[config.mk]
export PLATFORM = sky130hd
export DESIGN_NAME = stft_frame_reader_flat
export DESIGN_NICKNAME = d
export VERILOG_FILES = /design/src/rtl/stft_frame_reader_if.sv /design/src/rtl/stft_frame_reader.sv /design/src/flat_wrapper.sv
export SDC_FILE = /design/constraint.sdc
export NUM_CORES = 1
export LEC_CHECK = 0
export ABC_AREA = 1
export BUFFER_PORTS_ARGS = -buffer_cell sky130_fd_sc_hd__buf_2
export CAP_MARGIN = 30
export CORE_ASPECT_RATIO = 0.75
export CORE_MARGIN = 2
export CORE_UTILIZATION = 25
export DETAILED_ROUTE_END_ITERATION = 10
export HOLD_SLACK_MARGIN = 0.12
export SETUP_SLACK_MARGIN = 0.1
export SLEW_MARGIN = 10
export SYNTH_ARGS = -nofsm -noshare
export SYNTH_HDL_FRONTEND = slang
export SYNTH_SLANG_ARGS = --single-unit
[constraint.sdc]
create_clock -name clk -period 3.6 [get_ports clk]
set_input_delay 0.36 -clock clk [delete_from_list [all_inputs] [get_ports clk]]
set_output_delay 0.36 -clock clk [all_outputs]
set_load 0.01 [all_outputs]
[src/rtl/stft_frame_reader_if.sv]
// rtl/stft_frame_reader_if.sv - buffer RAM read port and sample output stream
interface stft_frame_reader_if #(
  parameter int WORD_WIDTH    = 16,
  parameter int ADDRESS_WIDTH = 5
);
  logic [ADDRESS_WIDTH-1:0] rd_addr;
  logic [WORD_WIDTH-1:0]    rd_data;
  logic [WORD_WIDTH-1:0]    out_data;
  logic                     out_valid;
  logic                     out_last;
  logic                     out_ready;

  modport master (
    output rd_addr, out_data, out_valid, out_last,
    input  rd_data, out_ready
  );

  modport slave (
    input  rd_addr, out_data, out_valid, out_last,
    output rd_data, out_ready
  );
endinterface

[src/rtl/stft_frame_reader.sv]
// rtl/stft_frame_reader.sv - walks one STFT frame out of the circular sample buffer
module stft_frame_reader #(
  parameter int WORD_WIDTH    = 16,
  parameter int ADDRESS_WIDTH = 5,
  parameter int FRAME_LEN     = 32
) (
  input  logic                     clk,
  input  logic                     rst,
  input  logic                     start,
  input  logic [ADDRESS_WIDTH-1:0] start_addr,
  stft_frame_reader_if.master      bus,
  output logic                     busy,
  output logic                     done,
  output logic                     start_dropped
);
  localparam int CW = $clog2(FRAME_LEN + 1);
  localparam logic [CW-1:0] LAST_IDX = CW'(FRAME_LEN - 1);

  typedef enum logic [1:0] {IDLE, READ, DRAIN} state_t;

  state_t                   state;
  state_t                   state_nxt;
  logic [ADDRESS_WIDTH-1:0] ptr;
  logic [CW-1:0]            count;
  logic [WORD_WIDTH-1:0]    data_q;
  logic                     valid_q;
  logic                     last_q;
  logic                     load;
  logic                     at_last;
  logic                     drain_ack;
  logic                     accept_start;

  assign bus.rd_addr   = ptr;
  assign bus.out_data  = data_q;
  assign bus.out_valid = valid_q;
  assign bus.out_last  = last_q;
  assign busy          = (state != IDLE);

  always_ff @(posedge clk or posedge rst) begin
    if (rst) state <= IDLE;
    else     state <= state_nxt;
  end

  // A load refills the output register whenever it is empty or being drained this cycle.
  always_comb begin
    state_nxt    = state;
    load         = 1'b0;
    drain_ack    = 1'b0;
    accept_start = 1'b0;
    at_last      = (count == LAST_IDX);
    case (state)
      IDLE: begin
        if (start) begin
          accept_start = 1'b1;
          state_nxt    = READ;
        end
      end
      READ: begin
        if (!valid_q || bus.out_ready) begin
          load = 1'b1;
          if (at_last) state_nxt = DRAIN;
        end
      end
      DRAIN: begin
        if (bus.out_ready) begin
          drain_ack = 1'b1;
          state_nxt = IDLE;
        end
      end
      default: state_nxt = IDLE;
    endcase
  end

  always_ff @(posedge clk or posedge rst) begin
    if (rst) begin
      ptr           <= '0;
      count         <= '0;
      data_q        <= '0;
      valid_q       <= 1'b0;
      last_q        <= 1'b0;
      done          <= 1'b0;
      start_dropped <= 1'b0;
    end else begin
      done <= drain_ack;
      if (start && state != IDLE) start_dropped <= 1'b1;
      if (accept_start) begin
        ptr   <= start_addr;
        count <= '0;
      end
      // ptr may run one past the frame on the final load; it is reloaded on the next start.
      if (load) begin
        data_q  <= bus.rd_data;
        valid_q <= 1'b1;
        last_q  <= at_last;
        ptr     <= ptr + ADDRESS_WIDTH'(1);
        count   <= count + CW'(1);
      end
      if (drain_ack) begin
        valid_q <= 1'b0;
        last_q  <= 1'b0;
      end
    end
  end
endmodule

[src/flat_wrapper.sv]
// flat-port wrapper written by rule: the top's interface ports become plain ports
module stft_frame_reader_flat 
#(
  parameter int WORD_WIDTH    = 16,
  parameter int ADDRESS_WIDTH = 5,
  parameter int FRAME_LEN     = 32
)
  (clk, rst, start, start_addr, busy, done, start_dropped, bus_rd_addr, bus_out_data, bus_out_valid, bus_out_last, bus_rd_data, bus_out_ready);
  stft_frame_reader_if #(.WORD_WIDTH(WORD_WIDTH), .ADDRESS_WIDTH(ADDRESS_WIDTH)) bus_i ();
  input  logic clk;
  input  logic rst;
  input  logic start;
  input  logic [ADDRESS_WIDTH-1:0] start_addr;
  output logic busy;
  output logic done;
  output logic start_dropped;
  output wire logic [$bits(bus_i.rd_addr)-1:0] bus_rd_addr;
  output wire logic [$bits(bus_i.out_data)-1:0] bus_out_data;
  output wire logic [$bits(bus_i.out_valid)-1:0] bus_out_valid;
  output wire logic [$bits(bus_i.out_last)-1:0] bus_out_last;
  input wire logic [$bits(bus_i.rd_data)-1:0] bus_rd_data;
  input wire logic [$bits(bus_i.out_ready)-1:0] bus_out_ready;
  assign bus_rd_addr = bus_i.rd_addr;
  assign bus_out_data = bus_i.out_data;
  assign bus_out_valid = bus_i.out_valid;
  assign bus_out_last = bus_i.out_last;
  assign bus_i.rd_data = bus_rd_data;
  assign bus_i.out_ready = bus_out_ready;
  stft_frame_reader #(.WORD_WIDTH(WORD_WIDTH), .ADDRESS_WIDTH(ADDRESS_WIDTH), .FRAME_LEN(FRAME_LEN)) u_core (.clk(clk), .rst(rst), .start(start), .start_addr(start_addr), .bus(bus_i), .busy(busy), .done(done), .start_dropped(start_dropped));
endmodule
Word-level counts from Yosys, hierarchy flattened --
Index checks and enable logic that the tools add are counted.
Cells by class: eq/ne operators 7, reduce and logical (&&, ||, !) cells 8, add/subtract/negate cells 2, multiplexer cells 19
Operators by type and width (count):
- 6-bit 2-to-1 mux | 2
- 1-bit 2-to-1 mux | 10
- 5-bit 2-to-1 mux | 2
- 2-bit 2-to-1 mux | 4
- 6-bit by 1-bit adder with 6-bit output (second input constant) | 1
- 6-bit by 5-bit == test with 1-bit output (second input constant) | 1
- 2-bit case mux with 3 select lines | 1
- 2-bit nonzero test | 3
- 5-bit by 1-bit adder with 5-bit output (second input constant) | 1
- 2-bit by 1-bit != test with 1-bit output (second input constant) | 2
- 2-bit != test (second input constant) | 2
- 4-bit AND reduction | 1
- 2-bit by 1-bit == test with 1-bit output (second input constant) | 1
- 2-bit == test (second input constant) | 1
- 2-bit logical NOT | 1
- 1-bit logical AND | 1
- 1-bit logical NOT | 1
- 1-bit logical OR | 1
Storage, ports and cells: bits in registers 33, word-level logic and storage cells 44, input port bits 25

Depth between registers and ports, before layout --
word-level depth 6, mapped depth 7, gate-level depth less buffers 7

Worst setup path after synthesis --
No wires, ideal clock.
path type register to register, start point reg u_core.count[0], end point reg u_core.count[2], arrival 1049 ps, clock period less this slack 1166 ps, setup slack 2434 ps, stages on the path, launching flop included 5, path through dfrtp_1 -> ha_1 -> or2_2 -> nand3_1 -> nand2_1
Between the ends: cells in the longest elaborated chain, start to end 2
Ends and longest elaborated chain:
- start: declaration | line stft_frame_reader.sv:24 | logic [CW-1:0] count;
- start signal: assignment | line stft_frame_reader.sv:96 | count <= count + CW'(1);
- 6-bit by 1-bit adder with 6-bit output | line stft_frame_reader.sv:96
- 6-bit 2-to-1 mux | line stft_frame_reader.sv:91 | if (load) begin
Every way passes these cells. A chain may end at the register's enable or synchronous reset.

Final worst setup path --
start point reg u_core.state[1], end point reg u_core.count[5]
Between the ends: cells in the longest elaborated chain, start to end 3, elaborated cells between the ends (all ways) 6
Ends and longest elaborated chain:
- start: declaration | line stft_frame_reader.sv:21 | state_t state;
- start signal: assignment | line stft_frame_reader.sv:41 | else state <= state_nxt;
- 2-bit by 1-bit == test with 1-bit output or 2-bit logical NOT (tied branches) | line stft_frame_reader.sv:51 | case (state)
- 1-bit 2-to-1 mux | line stft_frame_reader.sv:51
- 6-bit 2-to-1 mux or 2-bit nonzero test (tied branches)
Several ways; a longest one is shown, not always the timed one.

==> impl_metrics.py <==
metrics = {
    "critical_path": {
        "setup.worst_path.end": "u_core.count[5]$_DFFE_PP0P_",
        "critPathMaxFanout": 28,
        "rr_startpoint": "u_core.state[1]$_DFFE_PP0P_",
        "arrival_ns": 1.65,
        "start_kind": "flip-flop",
        "critPathCaptureType": "flip-flop",
        "timing.rr.end": "u_core.count[5]$_DFFE_PP0P_",
        "critPathRequiredTime_ns": 3.78,
        "critical_path_class": "reg2reg",
        "reg2reg_depth": 6,
        "r2r_setup_slack_ns": 2.13,
        "critPathLaunch": "u_core.state[1]$_DFFE_PP0P_",
    },
    "sta": {
        "slew_viol_final": 0,
        "min_period_ns": 1.47,
        "fmax_ghz": 0.680,
        "finalSetupTns_ns": 0,
        "rsz0062_at_grt": "false",
        "fin_skew_ns": 0.00251,
        "hold_viol_final": 0,
        "slew_headroom_pct": 58.4,
        "setup_viol": 0,
        "fin_hold_ws_ns": 0.146,
        "tightest_slew_ns": 0.623,
        "fin_crit_sh_pct": 40.8,
    },
    "clock_tree": {
        "cts.path.max_buffers": 2,
        "cts_sinks": 33,
        "cts_tree": "built",
        "cts_setup_buffers": 0,
        "clock_latency_ns": 0.28,
        "cts_hold_buf": 0,
        "ctsResizeCount": 0,
        "cts_buffers": 5,
        "cts.htree.levels": 2,
        "root_buffer": "clkbuf_8",
        "path_clk_slew_ns": 0.07,
    },
    "synthesis": {
        "synth_top_area_share_pct": 54.5,
        "yosysUniqueCellTypes": 24,
        "avgSynthCellArea_um2": 8.33,
        "synth_top_cell_by_area": "dfrtp_1",
        "synth_seq_cells": 33,
        "synth_nets": 209,
        "synth_area_leaders": "dfrtp_1 55%, nand2_1 20%, nand3_1 5.0%",
        "ys_warn_count": 0,
        "synth_cells": 182,
        "synth_seq_area_share_pct": 54.5,
        "synth_area_mm2": 0.00152,
    },
    "hold_path": {
        "hp-class": "in2async",
    },
    "final_layout": {
        "drive_above_1_share_pct": 28.4,
        "syn_to_final_growth_pct": 26.3,
        "layout_common_cells": "79 x nand2_1, 50 x buf_2, 33 x dfrtp_1, 15 x inv_1, 15 x nand3_1",
        "final_common_cell": "nand2_1",
        "final.fill_count": 639,
        "n_antenna_cell": 0,
        "fin_nets": 262,
    },
    "global_route": {
        "grt_pass1_wl_mm": 5.83,
        "grt_use_total_pct": 11.2,
        "grt_pass1_vias": 1237,
        "grt_max_degree": 29,
        "gr-total-overflow": 0,
        "antenna_found_initial": 0,
    },
    "floorplanning": {
        "fp.dieArea_mm2": 0.00671,
        "die_h_um": 71.4,
        "num_rows": 24,
        "die_w_um": 93.9,
        "coreArea_mm2": 0.00583,
        "initial_core_util_pct": 26.0,
        "io_pins": 51,
    },
    "place": {
        "portBuffers": 50,
        "gp_congestion": 0.772,
        "dp_hpwl_mm": 2.56,
    },
    "routing": {
        "via_count": 1289,
        "drc": 0,
        "drt_wl_total_mm": 3.48,
        "ant_nets": 0,
        "viasPerCell": 4.11,
        "post_drt_wl_per_cell_um": 11.1,
        "dr.pass1.iters": 4,
        "drtIter0Drc": 38,
    },
    "power": {
        "p_leak_nw": 1.06,
        "totalPowerFinal_mw": 1.03,
        "vdd_ir_drop_max_mv": 0.145,
        "powerDensity_mw_per_mm2": 539,
    },
    "run_status": {
        "outcome": "complete, no violations",
    },
    "job": {
        "drv_cap": 0,
    },
}
[critical path, cell delays in order (launching register included)]
cell	delay, ns
dfrtp_1	0.41
inv_2	0.09
nand2_2	0.07
nor2_4	0.51
nand3_1	0.14
nand2_1	0.09
nand2_1	0.05
[final cells by class]
cell class / count / area [um2] / share of cell area, %
Timing Repair Buffer: 51 / 258 / 13.5
Sequential cell: 33 / 826 / 43.2
Inverter: 16 / 60.1 / 3.14
Clock buffer: 5 / 68.8 / 3.60
Tap cell: 78 / 97.6 / 5.10
Multi-Input combinational cell: 128 / 586 / 30.6
Clock inverter: 3 / 17.5 / 0.916
[cells by family (layout without fill, tap and decap cells)]
kind of cell | count (synthesis) | in the layout | synth area share, %
and+or+nand+nor | 115 | 115 | 32.6
DFF | 33 | 33 | 54.5
buffers and inverters | 21 | 75 | 6.85
AOI/OAI and AO/OA | 10 | 10 | 3.80
adders and majority gates | 2 | 2 | 1.65
xor gates and xnor gates | 1 | 1 | 0.578
[report_power, final]
part / leakage (nW) / internal, mW / switching, mW
Clock: 0.0439 / 0.133 / 0.138
Combinational: 0.616 / 0.105 / 0.139
Sequential: 0.396 / 0.438 / 0.0773
Total: 1.06 / 0.676 / 0.355
[metrics by stage]
step	cell area (um2)	util, %	std cells	setup WS (ns)
finish	1910	32.8	314	2.13
global route	1910	32.8	314	1.96
CTS	1910	32.8	314	2.10
detailed placement	1830	31.4	306	2.09
global placement	1830	31.4	306	2.14
floorplan	1520	-	182	2.43
[synth_stat cells]
master and n:
nand3b_1 1, nand3_1 15, buf_2 1, o21ai_0 6
nand4_2 1, inv_2 1, or2_2 1, nor2_1 8
nor2_2 1, o31ai_1 1, nor2_4 1, dfrtp_1 33
nand4_1 4, clkbuf_2 1, ha_1 2, buf_6 3
a21oi_1 1, nor3_1 1, o211ai_1 1, inv_1 15
nand2_1 79, a21o_1 1, nand2_2 3, xor2_1 1
[worst min-delay path by stage]
stage	cells past startpoint	startpoint	endpoint
2_1_floorplan	1	bus_out_ready	u_core.state[1]$_DFFE_PP0P_
3_3_place_gp	1	u_core.start_dropped$_DFFE_PP0P_	u_core.start_dropped$_DFFE_PP0P_
3_5_place_dp	1	u_core.start_dropped$_DFFE_PP0P_	u_core.start_dropped$_DFFE_PP0P_
4_1_cts	2	rst	u_core.bus.out_data[4]$_DFFE_PP0P_
5_1_grt	2	rst	u_core.bus.out_data[4]$_DFFE_PP0P_
6_report	2	rst	u_core.bus.out_data[10]$_DFFE_PP0P_
[layer usage]
layer,routed length [um],vias to the layer above,global-route usage [%]
li1,-,678,-
met1,1790,572,16.0
met2,1430,37,16.6
met3,236,2,3.68
met4,20,0,2.90
met5,0,-,0
[state kept, by name, summed over array words and instances (netlist names)]
name / cells
u_core.bus.out_data: 16
u_core.bus.out_last: 1
u_core.bus.out_valid: 1
u_core.bus.rd_addr: 5
u_core.count: 6
u_core.done: 1
u_core.start_dropped: 1
u_core.state: 2
No activity file was read; power rests on OpenSTA's default activity.
